`config.mk`:
```
export PLATFORM = sky130hd
export DESIGN_NAME = fp_mult_pipe
export DESIGN_NICKNAME = d
export VERILOG_FILES = /design/src/rtl/fp_pkg.sv /design/src/rtl/fp_round_norm.sv /design/src/rtl/fp_mult_pipe.sv
export SDC_FILE = /design/constraint.sdc
export NUM_CORES = 2
export LEC_CHECK = 0
export CAP_MARGIN = 20
export CORE_MARGIN = 3
export CORE_UTILIZATION = 60
export CTS_CLUSTER_SIZE = 16
export DETAILED_ROUTE_END_ITERATION = 16
export PLACE_DENSITY = 0.79
export SETUP_SLACK_MARGIN = 0.1
export SYNTH_ARGS = -nofsm -noshare
export SYNTH_HDL_FRONTEND = slang
export SYNTH_SLANG_ARGS = --single-unit
```
`constraint.sdc`:
```
create_clock -name clk -period 7.95 [get_ports clk]
set_input_delay 1.1925 -clock clk [delete_from_list [all_inputs] [get_ports clk]]
set_output_delay 1.1925 -clock clk [all_outputs]
set_load 0.05 [all_outputs]
```
`src/rtl/fp_pkg.sv`:
```
// Shared types and constant helpers for the parametrised floating-point datapath.
package fp_pkg;

  typedef enum logic [1:0] {
    CLS_ZERO = 2'd0,
    CLS_NORM = 2'd1,
    CLS_INF  = 2'd2,
    CLS_NAN  = 2'd3
  } fp_class_t;

  localparam int unsigned FP_MAX_W = 128;

  function automatic int unsigned fp_bias(input int unsigned exp_w);
    return (32'd1 << (exp_w - 1)) - 32'd1;
  endfunction

  // Canonical quiet NaN: sign 0, exponent all ones, fraction MSB set.
  function automatic logic [FP_MAX_W-1:0] fp_qnan(input int unsigned exp_w,
                                                  input int unsigned man_w);
    logic [FP_MAX_W-1:0] v;
    v = ((FP_MAX_W'(1) << (exp_w + 1)) - FP_MAX_W'(1)) << (man_w - 1);
    return v;
  endfunction

endpackage

```
`src/rtl/fp_round_norm.sv`:
```
// Combinational S3: normalise the significand product, round to nearest-even,
// and pack the result together with special-value and exception handling.
module fp_round_norm
  import fp_pkg::*;
#(
  parameter  int unsigned EXP_W = 8,
  parameter  int unsigned MAN_W = 23,
  localparam int unsigned N     = 1 + EXP_W + MAN_W,
  localparam int unsigned XW    = EXP_W + 2,
  localparam int unsigned PW    = 2 * MAN_W + 2
) (
  input  logic [PW-1:0] prod,
  input  logic [XW-1:0] exp_sum,
  input  logic          sign,
  input  fp_class_t     cls,
  output logic [N-1:0]  result,
  output logic          ovf,
  output logic          unf,
  output logic          inv
);

  localparam logic [N-1:0]  QNAN = N'(fp_qnan(EXP_W, MAN_W));
  localparam int unsigned   EMAX = 2 * fp_bias(EXP_W) + 1;

  logic                top;
  logic [2*MAN_W:0]    norm;
  logic [MAN_W-1:0]    frac;
  logic                guard;
  logic                rnd;
  logic                sticky;
  logic                round_up;
  logic [MAN_W:0]      frac_sum;
  logic [MAN_W-1:0]    frac_fin;
  logic [XW-1:0]       exp_fin;

  // Align so the hidden one sits at bit 2*MAN_W, then split fraction/guard/round/sticky.
  always_comb begin
    top      = prod[PW-1];
    norm     = top ? prod[PW-2:0] : {prod[PW-3:0], 1'b0};
    frac     = norm[2*MAN_W:MAN_W+1];
    guard    = norm[MAN_W];
    rnd      = norm[MAN_W-1];
    sticky   = |norm[MAN_W-2:0];
    round_up = guard & (rnd | sticky | frac[0]);
    frac_sum = {1'b0, frac} + (MAN_W+1)'(round_up);
    frac_fin = frac_sum[MAN_W] ? '0 : frac_sum[MAN_W-1:0];
    exp_fin  = exp_sum + XW'(top) + XW'(frac_sum[MAN_W]);
  end

  always_comb begin
    result = '0;
    ovf    = 1'b0;
    unf    = 1'b0;
    inv    = 1'b0;
    unique case (cls)
      CLS_NAN: begin
        result = QNAN;
        inv    = 1'b1;
      end
      CLS_INF:  result = {sign, {EXP_W{1'b1}}, {MAN_W{1'b0}}};
      CLS_ZERO: result = {sign, {(EXP_W+MAN_W){1'b0}}};
      default: begin
        if (exp_fin[XW-1] || exp_fin == '0) begin
          result = {sign, {(EXP_W+MAN_W){1'b0}}};
          unf    = 1'b1;
        end else if (exp_fin >= XW'(EMAX)) begin
          result = {sign, {EXP_W{1'b1}}, {MAN_W{1'b0}}};
          ovf    = 1'b1;
        end else begin
          result = {sign, exp_fin[EXP_W-1:0], frac_fin};
        end
      end
    endcase
  end

endmodule

```
`src/rtl/fp_mult_pipe.sv`:
```
// Three-stage pipelined floating-point multiplier with valid/ready handshake,
// RNE rounding, DAZ/FTZ and overflow/underflow/invalid flags.
module fp_mult_pipe
  import fp_pkg::*;
#(
  parameter  int unsigned EXP_W = 8,
  parameter  int unsigned MAN_W = 23,
  localparam int unsigned N     = 1 + EXP_W + MAN_W
) (
  input  logic         clk,
  input  logic         rst_n,
  input  logic         in_valid,
  output logic         in_ready,
  input  logic [N-1:0] a,
  input  logic [N-1:0] b,
  output logic         out_valid,
  input  logic         out_ready,
  output logic [N-1:0] result,
  output logic         flag_ovf,
  output logic         flag_unf,
  output logic         flag_inv
);

  localparam int unsigned XW   = EXP_W + 2;
  localparam int unsigned SW   = MAN_W + 1;
  localparam int unsigned PW   = 2 * SW;
  localparam int unsigned BIAS = fp_bias(EXP_W);

  // S1 state
  logic            s1_valid;
  logic            s1_sign;
  fp_class_t       s1_cls;
  logic [XW-1:0]   s1_exp;
  logic [SW-1:0]   s1_ma;
  logic [SW-1:0]   s1_mb;

  // S2 state
  logic            s2_valid;
  logic            s2_sign;
  fp_class_t       s2_cls;
  logic [XW-1:0]   s2_exp;
  logic [PW-1:0]   s2_prod;

  logic            load2;
  logic            load3;

  fp_class_t       cls_a;
  fp_class_t       cls_b;
  fp_class_t       cls_res;

  logic [N-1:0]    rn_result;
  logic            rn_ovf;
  logic            rn_unf;
  logic            rn_inv;

  function automatic fp_class_t classify(input logic [EXP_W-1:0] e,
                                         input logic [MAN_W-1:0] f);
    if (e == '0)      return CLS_ZERO;
    else if (&e)      return (f != '0) ? CLS_NAN : CLS_INF;
    else              return CLS_NORM;
  endfunction

  // A stage loads when empty or when its content moves on this cycle.
  always_comb begin
    load3    = !out_valid || out_ready;
    load2    = !s2_valid || load3;
    in_ready = !s1_valid || load2;
  end

  // Special-case priority: NaN, inf*zero, inf, zero, then the normal path.
  always_comb begin
    cls_a   = classify(a[N-2 -: EXP_W], a[MAN_W-1:0]);
    cls_b   = classify(b[N-2 -: EXP_W], b[MAN_W-1:0]);
    cls_res = CLS_NORM;
    if (cls_a == CLS_NAN || cls_b == CLS_NAN)
      cls_res = CLS_NAN;
    else if ((cls_a == CLS_INF && cls_b == CLS_ZERO) || (cls_a == CLS_ZERO && cls_b == CLS_INF))
      cls_res = CLS_NAN;
    else if (cls_a == CLS_INF || cls_b == CLS_INF)
      cls_res = CLS_INF;
    else if (cls_a == CLS_ZERO || cls_b == CLS_ZERO)
      cls_res = CLS_ZERO;
  end

  // S1: unpack, classify, biased exponent sum in XW-bit two's complement.
  always_ff @(posedge clk or negedge rst_n) begin
    if (!rst_n) begin
      s1_valid <= 1'b0;
      s1_sign  <= 1'b0;
      s1_cls   <= CLS_ZERO;
      s1_exp   <= '0;
      s1_ma    <= '0;
      s1_mb    <= '0;
    end else if (in_ready) begin
      s1_valid <= in_valid;
      if (in_valid) begin
        s1_sign <= a[N-1] ^ b[N-1];
        s1_cls  <= cls_res;
        s1_exp  <= XW'(a[N-2 -: EXP_W]) + XW'(b[N-2 -: EXP_W]) - XW'(BIAS);
        s1_ma   <= {1'b1, a[MAN_W-1:0]};
        s1_mb   <= {1'b1, b[MAN_W-1:0]};
      end
    end
  end

  // S2: significand multiply.
  always_ff @(posedge clk or negedge rst_n) begin
    if (!rst_n) begin
      s2_valid <= 1'b0;
      s2_sign  <= 1'b0;
      s2_cls   <= CLS_ZERO;
      s2_exp   <= '0;
      s2_prod  <= '0;
    end else if (load2) begin
      s2_valid <= s1_valid;
      if (s1_valid) begin
        s2_sign <= s1_sign;
        s2_cls  <= s1_cls;
        s2_exp  <= s1_exp;
        s2_prod <= PW'(s1_ma) * PW'(s1_mb);
      end
    end
  end

  fp_round_norm #(
    .EXP_W (EXP_W),
    .MAN_W (MAN_W)
  ) u_round_norm (
    .prod    (s2_prod),
    .exp_sum (s2_exp),
    .sign    (s2_sign),
    .cls     (s2_cls),
    .result  (rn_result),
    .ovf     (rn_ovf),
    .unf     (rn_unf),
    .inv     (rn_inv)
  );

  // S3: output register; holds while the consumer stalls.
  always_ff @(posedge clk or negedge rst_n) begin
    if (!rst_n) begin
      out_valid <= 1'b0;
      result    <= '0;
      flag_ovf  <= 1'b0;
      flag_unf  <= 1'b0;
      flag_inv  <= 1'b0;
    end else if (load3) begin
      out_valid <= s2_valid;
      if (s2_valid) begin
        result   <= rn_result;
        flag_ovf <= rn_ovf;
        flag_unf <= rn_unf;
        flag_inv <= rn_inv;
      end
    end
  end

endmodule

```
After elaboration in Yosys (flattened, before gate mapping):

Index checks and enable logic that the tools add are counted.

* register bits after elaboration: 160
* input bits: 68
* word-level logic and storage cells: 82
* output and inout port bits: 37

* $add $sub $neg: 5
* reduce and logical (&&, ||, !) cells: 28
* $lt $le $gt $ge: 1
* bitwise operators: 4
* equal/unequal tests: 6
* mux-type cells: 21
* multipliers: 1

Operators by type and width (count)
* $pmux 32 s3: 1
* $mux 31: 2
* $mul 24x24->48: 1
* $mux 47: 1
* $reduce_bool 23->1: 2
* $add 23x1->24: 1
* $mux 23: 1
* $reduce_or 22->1: 1
* $add 10x1->10: 2
* $logic_not 8->1: 2
* $reduce_and 8->1: 2
* $mux 2: 7
* $eq 2x2->1 const B: 6
* $ge 10x8->1 const B: 1
* $logic_not 10->1: 1
* $sub 9x7->10 const B: 1
* $add 8x8->9: 1
* $mux 1: 9
* $logic_or 1x1->1: 8
* $logic_not 2->1: 3
* $reduce_and 2->1: 3
* $logic_not 1->1: 3
* $reduce_or 3->1: 1
* $logic_and 1x1->1: 2
* 3 further kinds: 4

Longest topological paths before layout:

* depth in word-level cells: 11
* gate-level depth with buffers: 25

Hierarchy:

Synthesis repeated with hierarchy kept, for this count alone.

* cells, all modules: 2984
* area total of the unflattened synthesis: 27292.4 um2

By module, submodules not included
* fp_mult_pipe: area an instance 25535.7 um2, seq. area each 3978.8 um2, cells each 2724, times used 1
* fp_round_norm: area an instance 1756.7 um2, seq. area each 0.0 um2, cells each 260, times used 1

Least setup slack after synthesis:

No wires, ideal clock.

* kind: register -> register
* from: register s1_mb[3]
* to: register s2_prod[41]
* library setup time: 131 ps
* path buffers: 1
* clock period less this slack: 6576 ps
* setup slack: 1374 ps
* stages on the path, launching flop included: 26
* arrival: 6445 ps
* cell sequence: dfrtp_1 -> clkbuf_1 -> nand2_1 -> fa_1 -> inv_1 -> fa_1 -> inv_1 -> fa_1 -> inv_1 -> fa_1 -> inv_1 -> fa_1 -> inv_1 -> fa_1 -> inv_1 -> fa_1 -> inv_1 -> ha_1 -> a21oi_1 -> o21ai_0 -> a21o_1 -> a211oi_2 -> o21ai_1 -> o211ai_1 -> a2111oi_0 -> or3_1

* longest elaborated chain between the ends: 1

RTL lines
* start, declared: RTL line fp_mult_pipe.sv:35 `logic [SW-1:0] s1_mb;`
* start signal, assigned: RTL line fp_mult_pipe.sv:101 `s1_mb <= {1'b1, b[MAN_W-1:0]};`
* $mul 24x24->48: RTL line fp_mult_pipe.sv:120 `s2_prod <= PW'(s1_ma) * PW'(s1_mb);`
* end signal, assigned: RTL line fp_mult_pipe.sv:120
* end, declared: RTL line fp_mult_pipe.sv:42 `logic [PW-1:0] s2_prod;`

Every way passes these cells.
A chain may end at the register's enable or synchronous reset.

Worst setup path in the final report:

* from: register s1_ma[18]
* to: register s2_prod[41]

* longest elaborated chain between the ends: 1

RTL lines
* start, declared: RTL line fp_mult_pipe.sv:34 `logic [SW-1:0] s1_ma;`
* start signal, assigned: RTL line fp_mult_pipe.sv:100 `s1_ma <= {1'b1, a[MAN_W-1:0]};`
* $mul 24x24->48: RTL line fp_mult_pipe.sv:120

Every way passes these cells.

==> impl_metrics.env <==
export IMPL_outcome="completed"
export IMPL_end_kind="flop"
export IMPL_synthMuxAreaShare_pct=2.42
export IMPL_fmax_mhz=134
export IMPL_die_area_sq_mm=0.0470
export IMPL_r2r_cells=19
export IMPL_antenna_found_initial=4
export IMPL_holdPathEnd="s2_exp[2]$_DFFE_PN0P_"
export IMPL_grt_pass1_wl_um=112000
export IMPL_cts_hold_buf=0
export IMPL_syn_nets=3678
export IMPL_multi_input_area_sq_mm=0.0200
export IMPL_place_gp_congestion=0.929
export IMPL_min_period_ns=7.45
export IMPL_critPathKind="reg2reg"
export IMPL_io_pins=105
export IMPL_slowest_delay_ns=1.01
export IMPL_first_global_vias=21700
export IMPL_drt_initial_drc_count=1481
export IMPL_worst_path_max_fanout=25
export IMPL_cp_required_ns=8.31
export IMPL_hp_class="reg2reg"
export IMPL_slew_violations=0
export IMPL_tritoncts="yes"
export IMPL_cts_path_max_buffers=2
export IMPL_synth_top_family_by_area="adder cells"
export IMPL_reg2reg_to="s2_prod[41]$_DFFE_PN0P_"
export IMPL_seq_area_frac_synth_pct=14.9
export IMPL_core_area_sq_mm=0.0435
export IMPL_port_buffer_count=104
export IMPL_grt_overflow_total=0
export IMPL_arrival_ns=7.81
export IMPL_synth_largest_area_cell="fa_1"
export IMPL_wl_per_cell_um=19.3
export IMPL_tns_ns=0
export IMPL_dieHeight_um=217
export IMPL_wl_um=68600
export IMPL_ys_warn_count=0
export IMPL_startpoint_type="flop"
export IMPL_drive_gt1_share_pct=4.65
export IMPL_synth_distinct_cells=67
export IMPL_die_w_um=217
export IMPL_rrSetupSlack_ns=0.50
export IMPL_synth_fa_ha_area_share_pct=45.4
export IMPL_cts_setup_buffers=0
export IMPL_clkTransAtPathRegs_ns=0.08
export IMPL_maxCapViolations=0
export IMPL_num_rows=76
export IMPL_synth_ff_type="dfrtp_1"
export IMPL_post_dp_hpwl_um=55000
export IMPL_cts_sinks=159
export IMPL_drc=0
export IMPL_synthSimpleGateAreaFrac_pct=17.6
export IMPL_period_share_pct=93.7
export IMPL_netlist_area_sq_mm=0.0267
export IMPL_synthTopCellsByArea="fa_1, dfrtp_1, ha_1, inv_1, and2_1"
export IMPL_cts_buffers=17
export IMPL_first_pass_iters=7
export IMPL_crit_path_cell_trace="and2_1 -> fa_1 -> fa_1 -> inv_1 -> fa_1 -> fa_1 -> inv_1 -> fa_1 -> fa_1 -> fa_1 -> ha_1 -> a21oi_1 -> o211ai_1 -> o21bai_1 -> a211oi_2 -> o21ai_1 -> o211ai_1 -> a2111oi_0 -> or3_1"
export IMPL_synth_xor_area_share_pct=2.53
export IMPL_dr_total_vias=20400
export IMPL_regArea_sq_mm=0.00398
export IMPL_fin_skew_ns=0.0166
export IMPL_final_nets=3696
export IMPL_rsz0062_at_grt="no"
export IMPL_cts_max_level=4
export IMPL_syn_area_per_cell_sq_um=9.09
export IMPL_yosys_area_top_type_share_pct=36.3
export IMPL_maxSlewHeadroom_pct=26.0
export IMPL_viasPerCell=5.73
export IMPL_track_usage_pct=30.4
export IMPL_insertion_delay_ns=0.48
export IMPL_finalHoldViolCount=0
export IMPL_setup_viol=0
export IMPL_nFillCells=3456
export IMPL_grt_max_degree=106
export IMPL_crit_start="s1_ma[18]$_DFFE_PN0P_"
export IMPL_drtAntennaViolNets=0
export IMPL_critPathSlowestCell="dfrtp_1"
export IMPL_async_flop_share_pct=100
export IMPL_worstMarginPinSlew_ns=1.11
export IMPL_ys_seq_elements=159
export IMPL_synth_compound_area_share_pct=6.97
export IMPL_hp_start="s1_exp[2]$_DFFE_PN0P_"
export IMPL_cts_root_buffer="clkbuf_16"
export IMPL_area_growth_pct=8.12
export IMPL_start_util_pct=61.3
export IMPL_crit_top_cell="fa_1"
export IMPL_hold_depth=2
export IMPL_syn_inst=2934
export IMPL_r2r_start="s1_ma[18]$_DFFE_PN0P_"
export IMPL_final_core_util_pct=66.3
export IMPL_synth_edf_count=0
[registers in the layout (all words and copies together) (netlist names)]
name	flops
flag_inv	1
flag_ovf	1
flag_unf	1
out_valid	1
result	32
s1_cls	2
s1_exp	10
s1_ma	24
s1_mb	23
s1_sign	1
s1_valid	1
s2_cls	2
s2_exp	10
s2_prod	48
s2_sign	1
s2_valid	1
[timing repair]
item | CTS | global route
hold endpoints to repair | 0 | 0
resized for setup | 0 | 1
endpoints found under the setup margin | 0 | 1
[worst max-delay path: cells and delay by family (launching register included)]
| family | cells | cell delay (ns) |
|---|---|---|
| and+or+nand+nor | 2 | 0.67 |
| AOI/OAI and AO/OA | 7 | 1.73 |
| adders and majority gates | 8 | 3.82 |
| buffers and inverters | 2 | 0.12 |
| DFF | 1 | 1.01 |
[synthesized netlist by cell type (13+ instances only)]
cell type and number:
and2_1 298, nand4_1 19, fa_1 484, xor2_1 33, inv_1 566, nand3_1 34, a22o_1 21, a21oi_1 66
nor3_1 14, clkbuf_1 137, dfrtp_1 159, nor4_1 22, xnor2_1 44, nand2_1 471, nand2b_1 13, mux2_2 51
o21ai_0 77, a21o_1 24, ha_1 192, nor2_1 39
[worst max-delay path by stage]
stage          cells past startpoint                       to  slack, ns
6_report                          19  s2_prod[41]$_DFFE_PN0P_       0.50
3_5_place_dp                      19  s2_prod[41]$_DFFE_PN0P_       0.58
5_1_grt                           19  s2_prod[41]$_DFFE_PN0P_       0.12
2_1_floorplan                     25  s2_prod[41]$_DFFE_PN0P_       1.37
3_3_place_gp                      22  s2_prod[46]$_DFFE_PN0P_       0.57
4_1_cts                           19  s2_prod[41]$_DFFE_PN0P_       0.59
[through the flow]
step / hold WS [ns] / setup WS (ns) / area [sq um] / instances
after global placement: 0.452 / 0.574 / 28200 / 3517
after global routing: 0.499 / 0.117 / 28800 / 3550
after CTS: 0.471 / 0.592 / 28800 / 3549
after floorplan: 0.433 / 1.37 / 26700 / 2934
after detailed placement: 0.459 / 0.585 / 28200 / 3517
final: 0.473 / 0.499 / 28800 / 3551
[layout by cell type, fill, tap and decap left out, types with 6 or more instances in the layout]
cell,instances
clkdlybuf4s50_1,103
nand3_1,34
mux2_2,51
a31oi_1,7
mux2i_1,7
nand2b_1,13
o211ai_1,11
a22o_1,21
a21o_1,24
xor2_1,33
a211oi_1,7
buf_4,43
clkbuf_16,17
nand2_1,469
and3_1,11
nor2_1,39
or3_1,6
nor3_1,14
o31ai_1,8
nor2b_1,7
o21ai_1,10
dfrtp_1,158
and2_1,298
nand4_1,19
o21ai_0,77
o21bai_1,11
xnor2_1,44
nor4_1,22
inv_1,566
a21boi_0,6
a21oi_1,66
ha_1,192
fa_1,484
[final cells by class]
class,count,share of cell area [%]
Antenna cell,1,0.00868
Clock buffer,17,1.48
Clock inverter,15,0.629
Inverter,566,7.37
Multi-Input combinational cell,2060,69.3
Sequential cell,159,13.8
Tap cell,585,2.54
Timing Repair Buffer,148,4.83
[layer usage]
| layer | global-route usage, % | share of wire (%) | wire length [um] |
|---|---|---|---|
| met1 | 39.3 | 39 | 26700 |
| met2 | 50.0 | 48 | 33000 |
| met3 | 6.27 | 8.1 | 5580 |
| met4 | 13.5 | 4.8 | 3310 |
| met5 | 0 | 0 | 0 |
[logic make-up after synthesis]
group	count (synthesis)
buf+inv	715
fa+ha+maj	676
compound gates	291
simple gates	958
xor+xnor	77
flops	159
mux	58
Power is left out: the tool's default activity adds up to more than one toggle a clock period on the data nets, which glitch-free logic cannot reach.
